===== src/rtl/cc_button_debounce.sv =====
// Input conditioner for the two-input gate stage: per-channel 2-flop
// synchroniser, debounce FSM with stability counter, and registered
// level / rise / fall outputs. Each channel runs independently.
module cc_button_debounce #(
    parameter int WIDTH           = 2,
    parameter int DEBOUNCE_CYCLES = 1000000,
    parameter int CNT_WIDTH       = 20
) (
    input  logic             CC_BUTTON_DEBOUNCE_CLOCK_50,
    input  logic             CC_BUTTON_DEBOUNCE_RESET_InLow,
    input  logic [WIDTH-1:0] CC_BUTTON_DEBOUNCE_raw_In,
    output logic [WIDTH-1:0] CC_BUTTON_DEBOUNCE_level_Out,
    output logic [WIDTH-1:0] CC_BUTTON_DEBOUNCE_rise_Out,
    output logic [WIDTH-1:0] CC_BUTTON_DEBOUNCE_fall_Out
);

    typedef enum logic [1:0] {
        STABLE_LOW  = 2'd0,
        WAIT_HIGH   = 2'd1,
        STABLE_HIGH = 2'd2,
        WAIT_LOW    = 2'd3
    } state_t;

    // Final count value: the level flips on the edge that sees this count
    // with the new polarity still present.
    localparam logic [CNT_WIDTH-1:0] CNT_LAST = CNT_WIDTH'(DEBOUNCE_CYCLES - 1);
    localparam logic [CNT_WIDTH-1:0] CNT_ZERO = {CNT_WIDTH{1'b0}};
    localparam logic [CNT_WIDTH-1:0] CNT_ONE  = CNT_WIDTH'(1);

    for (genvar i = 0; i < WIDTH; i++) begin : g_ch
        logic                 meta_r;
        logic                 sync_r;
        state_t               state_r;
        state_t               state_s;
        logic [CNT_WIDTH-1:0] cnt_r;
        logic [CNT_WIDTH-1:0] cnt_s;
        logic                 level_r;
        logic                 level_s;
        logic                 rise_r;
        logic                 rise_s;
        logic                 fall_r;
        logic                 fall_s;

        // Two-flop synchroniser; the raw line is only ever observed via sync_r.
        always_ff @(posedge CC_BUTTON_DEBOUNCE_CLOCK_50 or negedge CC_BUTTON_DEBOUNCE_RESET_InLow) begin
            if (!CC_BUTTON_DEBOUNCE_RESET_InLow) begin
                meta_r <= 1'b0;
                sync_r <= 1'b0;
            end else begin
                meta_r <= CC_BUTTON_DEBOUNCE_raw_In[i];
                sync_r <= meta_r;
            end
        end

        // Debounce state, counter and output registers.
        always_ff @(posedge CC_BUTTON_DEBOUNCE_CLOCK_50 or negedge CC_BUTTON_DEBOUNCE_RESET_InLow) begin
            if (!CC_BUTTON_DEBOUNCE_RESET_InLow) begin
                state_r <= STABLE_LOW;
                cnt_r   <= CNT_ZERO;
                level_r <= 1'b0;
                rise_r  <= 1'b0;
                fall_r  <= 1'b0;
            end else begin
                state_r <= state_s;
                cnt_r   <= cnt_s;
                level_r <= level_s;
                rise_r  <= rise_s;
                fall_r  <= fall_s;
            end
        end

        // Next-state logic: any opposite sample in a WAIT state discards the
        // partial count; pulses default low so they last exactly one cycle.
        always_comb begin
            state_s = state_r;
            cnt_s   = CNT_ZERO;
            level_s = level_r;
            rise_s  = 1'b0;
            fall_s  = 1'b0;
            case (state_r)
                STABLE_LOW: begin
                    if (sync_r) begin
                        state_s = WAIT_HIGH;
                    end else begin
                        state_s = STABLE_LOW;
                    end
                end
                WAIT_HIGH: begin
                    if (!sync_r) begin
                        state_s = STABLE_LOW;
                    end else if (cnt_r == CNT_LAST) begin
                        state_s = STABLE_HIGH;
                        level_s = 1'b1;
                        rise_s  = 1'b1;
                    end else begin
                        state_s = WAIT_HIGH;
                        cnt_s   = cnt_r + CNT_ONE;
                    end
                end
                STABLE_HIGH: begin
                    if (!sync_r) begin
                        state_s = WAIT_LOW;
                    end else begin
                        state_s = STABLE_HIGH;
                    end
                end
                WAIT_LOW: begin
                    if (sync_r) begin
                        state_s = STABLE_HIGH;
                    end else if (cnt_r == CNT_LAST) begin
                        state_s = STABLE_LOW;
                        level_s = 1'b0;
                        fall_s  = 1'b1;
                    end else begin
                        state_s = WAIT_LOW;
                        cnt_s   = cnt_r + CNT_ONE;
                    end
                end
                default: begin
                    state_s = STABLE_LOW;
                    level_s = 1'b0;
                end
            endcase
        end

        assign CC_BUTTON_DEBOUNCE_level_Out[i] = level_r;
        assign CC_BUTTON_DEBOUNCE_rise_Out[i]  = rise_r;
        assign CC_BUTTON_DEBOUNCE_fall_Out[i]  = fall_r;
    end

endmodule


===== config.mk =====
export PLATFORM = sky130hd
export DESIGN_NAME = cc_button_debounce
export DESIGN_NICKNAME = d
export VERILOG_FILES = /design/src/rtl/cc_button_debounce.sv
export SDC_FILE = /design/constraint.sdc
export NUM_CORES = 1
export LEC_CHECK = 0
export CORE_ASPECT_RATIO = 0.8
export CORE_MARGIN = 5
export CORE_UTILIZATION = 45
export DETAILED_ROUTE_END_ITERATION = 10
export GPL_TIMING_DRIVEN = 0
export MAX_ROUTING_LAYER = met4
export PLACE_DENSITY_LB_ADDON = 0.1
export SLEW_MARGIN = 20
export SYNTH_ARGS = -nofsm -noshare
export SYNTH_HDL_FRONTEND = slang
export SYNTH_SLANG_ARGS = --single-unit

===== constraint.sdc =====
create_clock -name CC_BUTTON_DEBOUNCE_CLOCK_50 -period 1.9 [get_ports CC_BUTTON_DEBOUNCE_CLOCK_50]
set_input_delay 0.19 -clock CC_BUTTON_DEBOUNCE_CLOCK_50 [delete_from_list [all_inputs] [get_ports CC_BUTTON_DEBOUNCE_CLOCK_50]]
set_output_delay 0.19 -clock CC_BUTTON_DEBOUNCE_CLOCK_50 [all_outputs]
set_load 0.05 [all_outputs]

# Word level (Yosys, flattened, before mapping)
# Index checks and enable logic that the tools add are counted.
# op_classes
n_addsub	2
eq_ne	16
muxes	42
reduce_logical	6
# ops
cell	n
two-way mux 20 bit	6
case mux 20 bit (2 select lines)	2
adder 20 x 1 -> 20 bit (second input constant)	2
equality test 20 bit (second input constant)	2
two-way mux 1 bit	22
two-way mux 2 bit	8
inequality test 2 bit (second input constant)	8
case mux 2 bit (4 select lines)	2
AND reduction 5 bit	2
equality test 2 bit (second input constant)	4
equality test 2 x 1 -> 1 bit (second input constant)	2
zero test 2 bit	2
case mux 1 bit (2 select lines)	2
nonzero test 2 bit	2
# totals
reg_bits	54
in_bits	4
output_inout_bits	6
wordCells	80

# Longest topological paths before layout
# logic_depth
ltp_word	4
mapped_depth	7
mapped_depth_nobuf	5

# Worst setup path before layout
# No wires, ideal clock.
# synth_path
path_kind	register to register
startpoint	register g_ch[0].cnt_r[0]
endpoint	register g_ch[0].state_r[1]
setup_time_ps	125
arrival_ps	1604
required_time_ps	1775
path_slack_ps	171
path_stages_with_launch	7
path_buffers	1
period_less_slack_ps	1729
path_cell_list	dfrtp_1 -> ha_1 -> and4_1 -> buf_4 -> nand4_2 -> or3_4 -> mux2_4
# synth_via
elab_chain_len	4
word_cells_on_any_way	6
cone_classes	eq/ne: 1; mux: 5
# synth_rtl
element	line	source
start: declaration	35	logic [CNT_WIDTH-1:0] cnt_r;
start signal: assignment	65	cnt_r <= cnt_s;
equality test 20 bit *	91, 110	
two-way mux 2 bit, on equally long branches	110, 91	
two-way mux 2 bit, on equally long branches	108, 89	
case mux 2 bit (4 select lines) *	80	case (state_r)
net g_ch[0].state_s[1]	34	state_t state_s;
end signal: assignment	64	state_r <= state_s;
end: declaration	33	state_t state_r;
# Mark *: on every way through the listed nets, which the timed path passes. The rest lies on a longest branch.
# A chain may end at the register's enable or synchronous reset.

# Worst setup path in the final report
# Ends and elaborated chain as after synthesis.

==> results.py <==
metrics = {
    "drt": {
        "route.detailed.drc": 0,
        "wirelength_um": 4758,
        "drtIter0Drc": 70,
        "detail-route-antenna-nets": 0,
        "firstDrtPassIters": 4,
        "via_count": 1809,
        "viasPerCell": 5.154,
        "wl_per_cell_um": 13.56,
    },
    "synthesis": {
        "async_flop_share_pct": 100.0,
        "synthCells": 251,
        "synth_nets": 257,
        "synth-edff-count": 0,
        "ys_top_cells_by_count": "dfrtp_1, nor2_1, xor2_1",
        "synth_top_area_share_pct": 51.72,
        "ys.flop_type": "dfrtp_1",
        "yosys-top-cells-area": "dfrtp_1, xor2_1, nor2_1",
        "synth_cell_types": 40,
        "synth_area_sq_um": 2613,
        "synth_most_common_cell": "dfrtp_1",
        "synth-seq-cells": 54,
        "yosysTopAreaCell": "dfrtp_1",
        "syn_area_per_cell_sq_um": 10.41,
        "seq_area_frac_synth_pct": 51.72,
        "yosys_warnings": 0,
    },
    "power": {
        "ir_drop_mv": 0.3589,
        "p_int_mw": 1.566,
        "p_seq_share_pct": 58.7,
        "power.density_nw_per_um2": 666.1,
        "p_clk_share_pct": 38.1,
        "power_frac_comb_pct": 3.2,
        "p_leak_nw": 1.290,
        "switchingPower_mw": 0.4203,
        "swShare_pct": 21.16,
        "total_power_mw": 1.986,
    },
    "floorplan": {
        "die_h_um": 78.15,
        "rows": 24,
        "die_area_sq_um": 7439,
        "die_w_um": 95.19,
        "start_util_pct": 47.03,
        "io_pins": 10,
        "coreArea_sq_um": 5555,
    },
    "final_layout": {
        "final_nets": 278,
        "synthToLayoutAreaGrowth_pct": 14.13,
        "drive_above_1_share_pct": 16.48,
        "fill_cells": 517,
        "antenna_cells": 0,
    },
    "min_path": {
        "hp-start": "CC_BUTTON_DEBOUNCE_raw_In[1]",
        "min_path_cells": 1,
        "min_path_type": "primary input to flop",
        "holdPathEnd": "g_ch[1].meta_r$_DFF_PN0_",
    },
    "timing": {
        "fin_ws_ps": 81.59,
        "setup_viol": 0,
        "finClkSkew_ps": 6.573,
        "tightest_slew_ps": 673.3,
        "fmax_mhz": 549.9,
        "fin_crit_sh_pct": 95.71,
        "min_period_ps": 1818,
        "drv_slew": 0,
        "slew_headroom_pct": 55.12,
        "finalHoldViolations": 0,
    },
    "worst_setup_path": {
        "crit_arrival_ps": 2010,
        "r2r_slack_ps": 80,
        "crit_fanout": 6,
        "worstSetupPathType": "flop to flop",
        "reg2reg_to": "g_ch[0].state_r[1]$_DFF_PN0_",
        "cp-start-kind": "flop",
        "worstSetupEndpointType": "flop",
        "r2r-start": "g_ch[0].cnt_r[0]$_DFF_PN0_",
        "worstPathRequired_ps": 2090,
        "rr_worst_depth": 6,
    },
    "clock_network": {
        "insertion_delay_ps": 300,
        "cts_buffer_depth": 2,
        "cts_root_buf": "clkbuf_8",
        "cts_tree": "built",
        "cts-buffers-inserted": 5,
        "clk_pin_slew_ps": 100,
        "cts_htree_levels": 2,
        "cts_sinks": 54,
    },
    "placement": {
        "preCtsSetupSlack_ps": 40.18,
        "routabilityCongestion": 0.7960,
        "dpl.hpwl_um": 3217,
        "io_buffers": 9,
    },
    "global_routing": {
        "grt_pass1_vias": 1791,
        "grt_max_degree": 55,
        "grt.overflow.total": 0,
        "grt_pass1_wl_um": 8487,
        "track_usage_pct": 14.49,
        "antenna_found_initial": 0,
    },
    "flow_run": {
        "max_cap_violations": 0,
    },
    "run_status": {
        "status": "finished, final reports clean",
    },
}
-- area by class of cell --
cell class	instances	area, sq um	area share [%]
timing repair buffer	14	127.6	4.280
tap	78	97.59	3.273
multi-input combinational	177	1167	39.15
inverter	6	22.52	0.7554
sequential	54	1353	45.36
clock inverter	3	40.04	1.343
clock buffer	5	68.82	2.308
buffer	14	105.1	3.525
-- cell usage in the layout, fill, tap and decap left out, types with 3 or more instances in the layout --
cell | synthesis | routed
buf_2 | 4 | 3
and2_1 | 5 | 4
clkbuf_8 | 0 | 5
o21ai_0 | 13 | 13
and4_1 | 3 | 3
and3_1 | 7 | 7
nand3_1 | 11 | 11
nor2_1 | 28 | 28
o31ai_1 | 5 | 5
buf_4 | 9 | 13
nand2_1 | 13 | 13
a21oi_1 | 13 | 13
o211ai_1 | 3 | 3
xor2_1 | 22 | 22
clkdlybuf4s50_1 | 0 | 8
dfrtp_1 | 54 | 53
or4_1 | 4 | 4
nand4_1 | 14 | 14
or3_1 | 8 | 8
inv_1 | 6 | 6
-- power by group through the flow --
stage               Clock [mW]  Combinational (mW)  Sequential (mW)
global placement             0              0.0621             1.19
finish                   0.757              0.0627             1.17
CTS                      0.785              0.0636             1.17
global route             0.844              0.0736             1.17
floorplan                    0              0.0242             1.19
detailed placement           0              0.0618             1.19
-- repair_timing --
item,4_1_cts,5_1_grt
resized for setup,0,8
endpoints found under the hold margin,54,0
buffers inserted,0,4
endpoints found under the setup margin,0,38
hold buffers,1,0
-- sequential cells by signal, indices dropped and copies added, names as in the netlist --
| signal | flops |
|---|---|
| g_ch.cnt_r | 40 |
| g_ch.state_r | 4 |
| g_ch.fall_r | 2 |
| g_ch.level_r | 2 |
| g_ch.meta_r | 2 |
| g_ch.rise_r | 2 |
| g_ch.sync_r | 2 |
-- critical path, cell delays in order, from the launching register on --
cell and delay, ps:
dfrtp_1 380, ha_2 190, and4_1 190, buf_6 130, nand4_4 100, or3_4 420
mux2_4 300
-- stage by stage --
stage	hold slack [ps]	instances	utilization (%)	instance area [sq um]	setup TNS [ps]
floorplan	-105.6	251	-	2613	0
global placement	337.4	338	50.41	2800	-57860
detailed placement	283.7	338	50.36	2798	0
CTS	329.5	347	52.50	2917	0
global route	318.6	351	53.67	2982	-9.901
finish	336.4	351	53.67	2982	0
-- worst max path at each step --
stage,from,to,slack [ps]
3_5_place_dp,g_ch[0].cnt_r[0]$_DFF_PN0_,g_ch[0].state_r[1]$_DFF_PN0_,40
2_1_floorplan,g_ch[0].cnt_r[0]$_DFF_PN0_,g_ch[0].state_r[1]$_DFF_PN0_,170
6_report,g_ch[0].cnt_r[0]$_DFF_PN0_,g_ch[0].state_r[1]$_DFF_PN0_,80
3_3_place_gp,CC_BUTTON_DEBOUNCE_RESET_InLow,g_ch[0].cnt_r[10]$_DFF_PN0_,-1070
5_1_grt,g_ch[0].cnt_r[0]$_DFF_PN0_,g_ch[0].state_r[1]$_DFF_PN0_,-10
4_1_cts,g_ch[0].cnt_r[0]$_DFF_PN0_,g_ch[0].state_r[1]$_DFF_PN0_,20
-- metal layers --
layer,vias to the layer above,GRT usage (%),part of all wire (%)
met5,-,-,0
met4,0,3.170,0.57
met3,2,3.633,3.3
met2,25,20.13,41
met1,857,21.28,55
li1,925,-,-
-- cell families after synthesis --
kind of cell,Yosys count,share of synthesized area [%]
multiplexers,1,0.5745
buffers and inverters,20,4.645
AO/OA/AOI/OAI,37,8.238
flip-flops,54,51.72
XOR/XNOR,24,8.046
AND/OR/NAND/NOR,113,25.81
adder cells (fa/ha/maj),2,0.9577
(Power assumes the default switching activity.)
